File: src/rtl/vend_pkg.sv
// rtl/vend_pkg.sv - shared vending-machine state codes, widths and sizing helpers
package vend_pkg;

  localparam int VEND_STATE_W    = 4;
  localparam int VEND_NUM_STATES = 10;

  typedef enum logic [VEND_STATE_W-1:0] {
    ST_IDLE     = 4'd0,
    ST_COIN_5   = 4'd1,
    ST_COIN_10  = 4'd2,
    ST_COIN_15  = 4'd3,
    ST_COIN_20  = 4'd4,
    ST_SEL_A    = 4'd5,
    ST_SEL_B    = 4'd6,
    ST_DISPENSE = 4'd7,
    ST_CHANGE   = 4'd8,
    ST_FAULT    = 4'd9
  } vend_state_e;

  function automatic int clog2(input int n);
    int r;
    int v;
    r = 0;
    v = n - 1;
    while (v > 0) begin
      r = r + 1;
      v = v >> 1;
    end
    return r;
  endfunction

  // Select ports are never narrower than one bit, even for a single entry.
  function automatic int sel_w(input int n);
    return (clog2(n) < 1) ? 1 : clog2(n);
  endfunction

endpackage

File: src/rtl/state_hist.sv
// rtl/state_hist.sv - shift-register trace of previous codes with a read mux
module state_hist
  import vend_pkg::*;
#(
  parameter int DEPTH   = 4,
  parameter int W       = 4,
  parameter int RST_VAL = 0,
  localparam int SEL_W  = sel_w(DEPTH)
) (
  input  logic             i_clk,
  input  logic             i_rst_n,
  input  logic             i_shift,
  input  logic [W-1:0]     i_din,
  input  logic [SEL_W-1:0] i_sel,
  output logic [W-1:0]     o_dout
);

  localparam logic [W-1:0] LP_RST = RST_VAL[W-1:0];

  logic [W-1:0] r_mem [DEPTH];
  logic [W-1:0] w_dout;

  always_ff @(posedge i_clk or negedge i_rst_n) begin
    if (!i_rst_n) begin
      for (int i = 0; i < DEPTH; i++) begin
        r_mem[i] <= LP_RST;
      end
    end else if (i_shift) begin
      r_mem[0] <= i_din;
      for (int i = 1; i < DEPTH; i++) begin
        r_mem[i] <= r_mem[i-1];
      end
    end
  end

  // Out-of-range selects fall through to entry 0.
  always_comb begin
    w_dout = r_mem[0];
    for (int i = 1; i < DEPTH; i++) begin
      if (i_sel == SEL_W'(i)) begin
        w_dout = r_mem[i];
      end
    end
  end

  assign o_dout = w_dout;

endmodule

File: src/rtl/state_memory_p.sv
// rtl/state_memory_p.sv - state register with load, illegal-code recovery, dwell timeout and history
module state_memory_p
  import vend_pkg::*;
#(
  parameter int STATE_W     = VEND_STATE_W,
  parameter int NUM_STATES  = VEND_NUM_STATES,
  parameter int RESET_STATE = int'(ST_IDLE),
  parameter int TIMEOUT     = 0,
  parameter int TMR_W       = 16,
  parameter int HIST_DEPTH  = 4,
  localparam int HSEL_W     = sel_w(HIST_DEPTH)
) (
  input  logic               i_clk,
  input  logic               i_rst_n,
  input  logic [STATE_W-1:0] i_ns,
  input  logic               i_ld,
  input  logic               i_clr,
  input  logic [HSEL_W-1:0]  i_hist_sel,
  output logic [STATE_W-1:0] o_cs,
  output logic [STATE_W-1:0] o_ps,
  output logic               o_chg,
  output logic               o_ill,
  output logic [TMR_W-1:0]   o_dwell,
  output logic               o_tout,
  output logic [STATE_W-1:0] o_hist_out
);

  localparam logic [STATE_W-1:0] LP_RST     = RESET_STATE[STATE_W-1:0];
  localparam logic [STATE_W:0]   LP_NUM     = NUM_STATES[STATE_W:0];
  localparam bit                 LP_TMO_EN  = (TIMEOUT != 0);
  localparam int                 LP_TMO_M1  = (TIMEOUT > 0) ? TIMEOUT - 1 : 0;
  localparam logic [TMR_W-1:0]   LP_TMO_LST = LP_TMO_M1[TMR_W-1:0];

  logic [STATE_W-1:0] r_cs;
  logic [STATE_W-1:0] r_ps;
  logic               r_chg;
  logic               r_ill;
  logic               r_tout;
  logic [TMR_W-1:0]   r_dwell;

  logic [STATE_W-1:0] w_target;
  logic               w_ns_legal;
  logic               w_expire;
  logic               w_ill_set;
  logic               w_is_tout;
  logic               w_change;

  assign w_ns_legal = ({1'b0, i_ns} < LP_NUM);
  assign w_expire   = LP_TMO_EN && (r_cs != LP_RST) && (r_dwell == LP_TMO_LST);

  // Target selection: clear, illegal load, legal load, timeout, hold.
  always_comb begin
    w_target  = r_cs;
    w_ill_set = 1'b0;
    w_is_tout = 1'b0;
    if (i_clr) begin
      w_target = LP_RST;
    end else if (i_ld && !w_ns_legal) begin
      w_target  = LP_RST;
      w_ill_set = 1'b1;
    end else if (i_ld) begin
      w_target = i_ns;
    end else if (w_expire) begin
      w_target  = LP_RST;
      w_is_tout = 1'b1;
    end
    w_change = (w_target != r_cs);
  end

  always_ff @(posedge i_clk or negedge i_rst_n) begin
    if (!i_rst_n) begin
      r_cs    <= LP_RST;
      r_ps    <= LP_RST;
      r_chg   <= 1'b0;
      r_ill   <= 1'b0;
      r_tout  <= 1'b0;
      r_dwell <= '0;
    end else begin
      r_cs   <= w_target;
      r_chg  <= w_change;
      r_tout <= w_is_tout;
      if (w_change) begin
        r_ps    <= r_cs;
        r_dwell <= '0;
      end else if (~&r_dwell) begin
        r_dwell <= r_dwell + 1'b1;
      end
      if (i_clr) begin
        r_ill <= 1'b0;
      end else if (w_ill_set) begin
        r_ill <= 1'b1;
      end
    end
  end

  state_hist #(
    .DEPTH   (HIST_DEPTH),
    .W       (STATE_W),
    .RST_VAL (RESET_STATE)
  ) u_hist (
    .i_clk   (i_clk),
    .i_rst_n (i_rst_n),
    .i_shift (w_change),
    .i_din   (r_cs),
    .i_sel   (i_hist_sel),
    .o_dout  (o_hist_out)
  );

  assign o_cs    = r_cs;
  assign o_ps    = r_ps;
  assign o_chg   = r_chg;
  assign o_ill   = r_ill;
  assign o_dwell = r_dwell;
  assign o_tout  = r_tout;

endmodule
File: config.mk
export PLATFORM = sky130hd
export DESIGN_NAME = state_memory_p
export DESIGN_NICKNAME = d
export VERILOG_FILES = /design/src/rtl/vend_pkg.sv /design/src/rtl/state_hist.sv /design/src/rtl/state_memory_p.sv
export SDC_FILE = /design/constraint.sdc
export NUM_CORES = 1
export LEC_CHECK = 0
export CORE_MARGIN = 2
export CORE_UTILIZATION = 50
export CTS_CLUSTER_SIZE = 12
export DETAILED_ROUTE_END_ITERATION = 10
export PLACE_DENSITY = 0.78
export SETUP_SLACK_MARGIN = 0.05
export SLEW_MARGIN = 20
export SYNTH_ARGS = -nofsm -noshare
export SYNTH_HDL_FRONTEND = slang
export SYNTH_HIERARCHICAL = 1
export SYNTH_SLANG_ARGS = --single-unit
export TNS_END_PERCENT = 20
File: constraint.sdc
create_clock -name i_clk -period 6.15 [get_ports i_clk]
set_clock_uncertainty 0.1 [all_clocks]
set_input_delay 1.23 -clock i_clk [delete_from_list [all_inputs] [get_ports i_clk]]
set_output_delay 1.23 -clock i_clk [all_outputs]
set_load 0.03 [all_outputs]
# Word level (Yosys, flattened, before mapping)
# Index checks and enable logic that the tools add are counted.
[op_classes]
bitwise = 0
n_addsub = 1
n_mux = 12
n_div = 0
mul = 0
n_reduce_logical = 4
shift = 0
order_cmp = 1
eq_ne = 5
[ops]
columns = ["cell", "count"]
rows = [
  ["$mux 16", 2],
  ["$mux 4", 6],
  ["$add 16x1->16 const B", 1],
  ["$reduce_and 16->1", 1],
  ["$eq 2x2->1 const B", 2],
  ["$lt 4x4->1 const B", 1],
  ["$mux 1", 4],
  ["$ne 4x4->1", 1],
  ["$eq 2x1->1 const B", 1],
  ["$ne 2x2->1 const B", 1],
  ["$reduce_bool 2->1", 1],
  ["$logic_and 1x1->1", 1],
  ["$logic_not 1->1", 1],
]
[totals]
input_bits = 10
latchBits = 0
output_inout_bits = 31
regBits = 38
rom_bits = 0
mem_count = 0
word_cells = 31
mem_bits_rw = 0

# Longest topological paths before layout
[logic_depth]
word_depth = 7
mapped_depth = 10
depth_no_buf = 6

# Cells and area by module
# The synthesis kept the hierarchy.
[by_module_without_submodules]
columns = ["mod", "seq_area_each_um2", "n_inst", "area_each_um2", "cells_per_inst"]
rows = [
  ["state_memory_p", 650.6, 1, 1358.8, 139],
  ["state_hist", 400.4, 1, 708.2, 38],
]

# Least setup slack after synthesis
# Ideal clock, no wire load.
[synth_path]
path_kind = "input to output"
start = "input i_hist_sel[0]"
end = "output o_hist_out[0]"
stages = 1
t_required_ns = 4.820
t_arrival_ns = 1.921
setup_slack_ns = 2.899
path_buffers = 0
path_cell_list = "mux4_1"
[synth_between]
elab_chain_len = 4
word_cells_on_any_way = 6
classes_between = "eq/ne (3); mux (3)"
[synth_rtl]
columns = ["element", "line_no", "text"]
rows = [
  ["start, declared", "state_memory_p.sv:18", "input logic [HSEL_W-1:0] i_hist_sel,"],
  ["$eq 2x1->1", "state_hist.sv:40", "if (i_sel == SEL_W'(i)) begin"],
  ["$mux 4 (2 in a row)", "state_hist.sv:40", ""],
  ["$mux 4 (*)", "state_hist.sv:40", ""],
  ["end, declared", "state_memory_p.sv:25", "output logic [STATE_W-1:0] o_hist_out"],
]
# Every way passes the cells marked *; elsewhere a longest branch is shown, timed or not.

# Worst setup path in the final report
[layout_path]
start = "input i_hist_sel[0]"
end = "output o_hist_out[1]"
# Same word-level chain as after synthesis.

==> impl_metrics.toml <==
[sta]
holdWs_ns = 0.412
rsz0062_at_grt = "false"
setup_viol = 0
worst_pin_slew_ns = 0.905
clock.fmax_ghz = 0.230
slew_violations = 0
period_needed_ns = 4.34
timing.final.ws_setup_ns = 1.81
period_share = 0.706
slew_headroom = 0.397
hold_viol = 0
finalSetupTns_ns = 0

[run]
max_cap_viol_count = 0

[floorplan]
core_sq_um = 4000
die_y_um = 68.3
row_count = 23
die_w_um = 68.3
io_pins = 41
die_area_sq_um = 4660
initial_core_util = 0.517

[synth]
ys_warn_count = 6
avgSynthCellArea_sq_um = 11.7
synth-main-ff-cell = "dfrtp_1"
synth_seq_cells = 42
netlist_top_cells_area = "dfrtp_1, mux2_2, mux4_1"
synth_top_area_frac = 0.508
synth_edf_count = 0
synth_cell_types = 38
yosysSeqAreaShare = 0.508
syn_inst = 177
syn-num-nets = 188
syn_area_sq_um = 2070
async_flop_share = 1.00
synth_top_area_cell = "dfrtp_1"

[cts]
clkSinkCount = 42
cts_max_path_buffers = 2
cts_setup_buffers = 0
cts_resized = 0
cts_root_buf = "clkbuf_8"
cts-buffers-inserted = 5
cts.htree.levels = 2
path_clk_slew_ns = 0.07
ctsHoldBuffers = 0
clock_latency_ns = 0.29
cts_tree = "built"

[routing]
vias_per_cell = 5.64
num_vias = 1511
wire_per_inst_um = 14.3
routed_wl_mm = 3.85
dr.pass1.iters = 4
wl_met1_mm = 1.78
wl_met2_mm = 1.77
ant_nets = 0
drt_iter0_markers = 61
highest_layer = "met4"
wl_met3_um = 236
drc_errors = 0

[min_path]
hold_class = "flip-flop to flip-flop"
worstHoldStart = "o_ps[0]"

[placement]
place_ws_ns = 1.80
hpwl_mm = 2.68
gp_congestion = 0.887
portBuffers = 39

[layout]
multi_input_area_sq_um = 933
drive_gt1_frac = 0.147
final_nets = 228
seq_area_sq_um = 1050
fillCellCount = 331
antenna_cells = 0
syn2layout_area_growth_pct = 24.3

[power]
power_frac_comb = 0.244
p_int_mw = 0.510
power_density_nw_per_um2 = 280
cellLeakagePower_nw = 1.16
total_power_mw = 0.721
vdd_drop_max_uv = 168
pwr-share-clk = 0.282
switching_share = 0.293
switching_power_mw = 0.211
pwr-share-seq = 0.474

[setup_path]
worstSetupEndpointType = "output port"
crit_type = "input pin to output port"
worst_setup_path_start_kind = "input pin"
crit_chain = "clkdlybuf4s50_1 -> mux4_1 -> clkdlybuf4s50_1"
path_common_cell = "clkdlybuf4s50_1"
startpoint = "i_hist_sel[0]"
worstPathMaxFanout = 4
critPathMaxStageDelay_ns = 0.60
arrival_ns = 3.01
r2r_start = "o_cs[0]"
crit_required_ns = 4.82
cp_slowest_cell = "clkdlybuf4s50_1"

[grt]
grt_max_degree = 43
grtUsageTotal = 0.189
grt_pass1_vias = 1394
grt_overflow = 0
grt_pass1_wl_mm = 6.52
antenna_found_initial = 0

[run_status]
status = "finished, final reports clean"
-- power groups by stage --
stage | Combinational (mW) | Sequential, mW | Clock (mW)
2_1_floorplan | 0.0983 | 0.365 | 0
3_5_place_dp | 0.177 | 0.347 | 0
3_3_place_gp | 0.174 | 0.345 | 0
6_report | 0.176 | 0.342 | 0.203
4_1_cts | 0.178 | 0.342 | 0.208
5_1_grt | 0.190 | 0.348 | 0.217
-- final timing paths --
| check | to | slack [ns] | cells after the start |
|---|---|---|---|
| hold reg to reg | o_ps[0] | 0.41 | 1 |
| hold / removal | o_ps[0] | 0.41 | 1 |
| min in group asynchronous | o_dwell[5] | 0.97 | 1 |
| setup / recovery | o_hist_out[1] | 1.81 | 3 |
| max in group asynchronous | o_dwell[11] | 4.42 | 1 |
| setup reg to reg | u_hist/r_mem[4] | 3.70 | 5 |
-- cell type report --
class	instances	area share
inverter	5	0.00731
clock buffer	8	0.0429
tap	50	0.0244
sequential	42	0.409
multi-input combinational	123	0.363
timing repair buffer	40	0.153
-- worst max-delay path, delay by kind of cell --
kind / cells / cell delay [ns]
buffers and inverters: 2 / 1.20
muxes: 1 / 0.58
-- Yosys cell counts, types with 2 or more instances --
master   number
a21oi_1       7
and3_1        3
and4_1        2
buf_4         2
buf_6         4
dfrtp_1      42
inv_1         5
mux2_2       18
mux2_4        2
mux2i_1       6
mux4_1        4
nand2_1      11
nand3_1       5
nand4_1       5
nor2_1       22
nor3_1        5
nor4_1        2
o211a_1       2
o21ai_0       2
or2_2         2
xnor2_1       6
xor2_1        4
-- per-layer routing --
metal,vias up,track usage
met4,0,0.0700
met3,7,0.0543
li1,713,-
met2,49,0.283
met5,-,0
met1,742,0.260
-- stage by stage --
step	utilization	cell area [sq um]	std cells
floorplan	-	2070	177
global placement	0.615	2460	260
detailed placement	0.615	2460	260
CTS	0.642	2570	268
global route	0.642	2570	268
finish	0.642	2570	268
-- logic make-up after synthesis --
kind of cell | Yosys count | synth area share
AND/OR/NAND/NOR | 61 | 0.142
other | 1 | 0.00181
buffers and inverters | 12 | 0.0399
adder cells (fa/ha/maj) | 1 | 0.00605
flip-flops | 42 | 0.508
XOR/XNOR | 10 | 0.0424
AO/OA/AOI/OAI | 20 | 0.0666
multiplexers | 30 | 0.192
-- cells in the final DEF, fill, tap and decap left out, types with 3 or more instances in the layout --
| master | netlist | layout |
|---|---|---|
| clkbuf_8 | 0 | 8 |
| nand4_1 | 5 | 5 |
| clkdlybuf4s50_1 | 0 | 38 |
| and3_1 | 3 | 3 |
| a21oi_1 | 7 | 7 |
| mux4_1 | 4 | 4 |
| nand3_1 | 5 | 5 |
| nand2_1 | 11 | 11 |
| mux2i_1 | 6 | 6 |
| dfrtp_1 | 42 | 42 |
| inv_1 | 5 | 5 |
| nor3_1 | 5 | 5 |
| xor2_1 | 4 | 4 |
| mux2_2 | 18 | 18 |
| xnor2_1 | 6 | 6 |
| nor2_1 | 22 | 22 |
-- registers in the layout, summed over array words and instances (netlist names) --
name          flops
o_dwell          16
u_hist/r_mem     16
o_cs              4
o_ps              4
o_chg             1
o_ill             1
(Power assumes the default switching activity.)
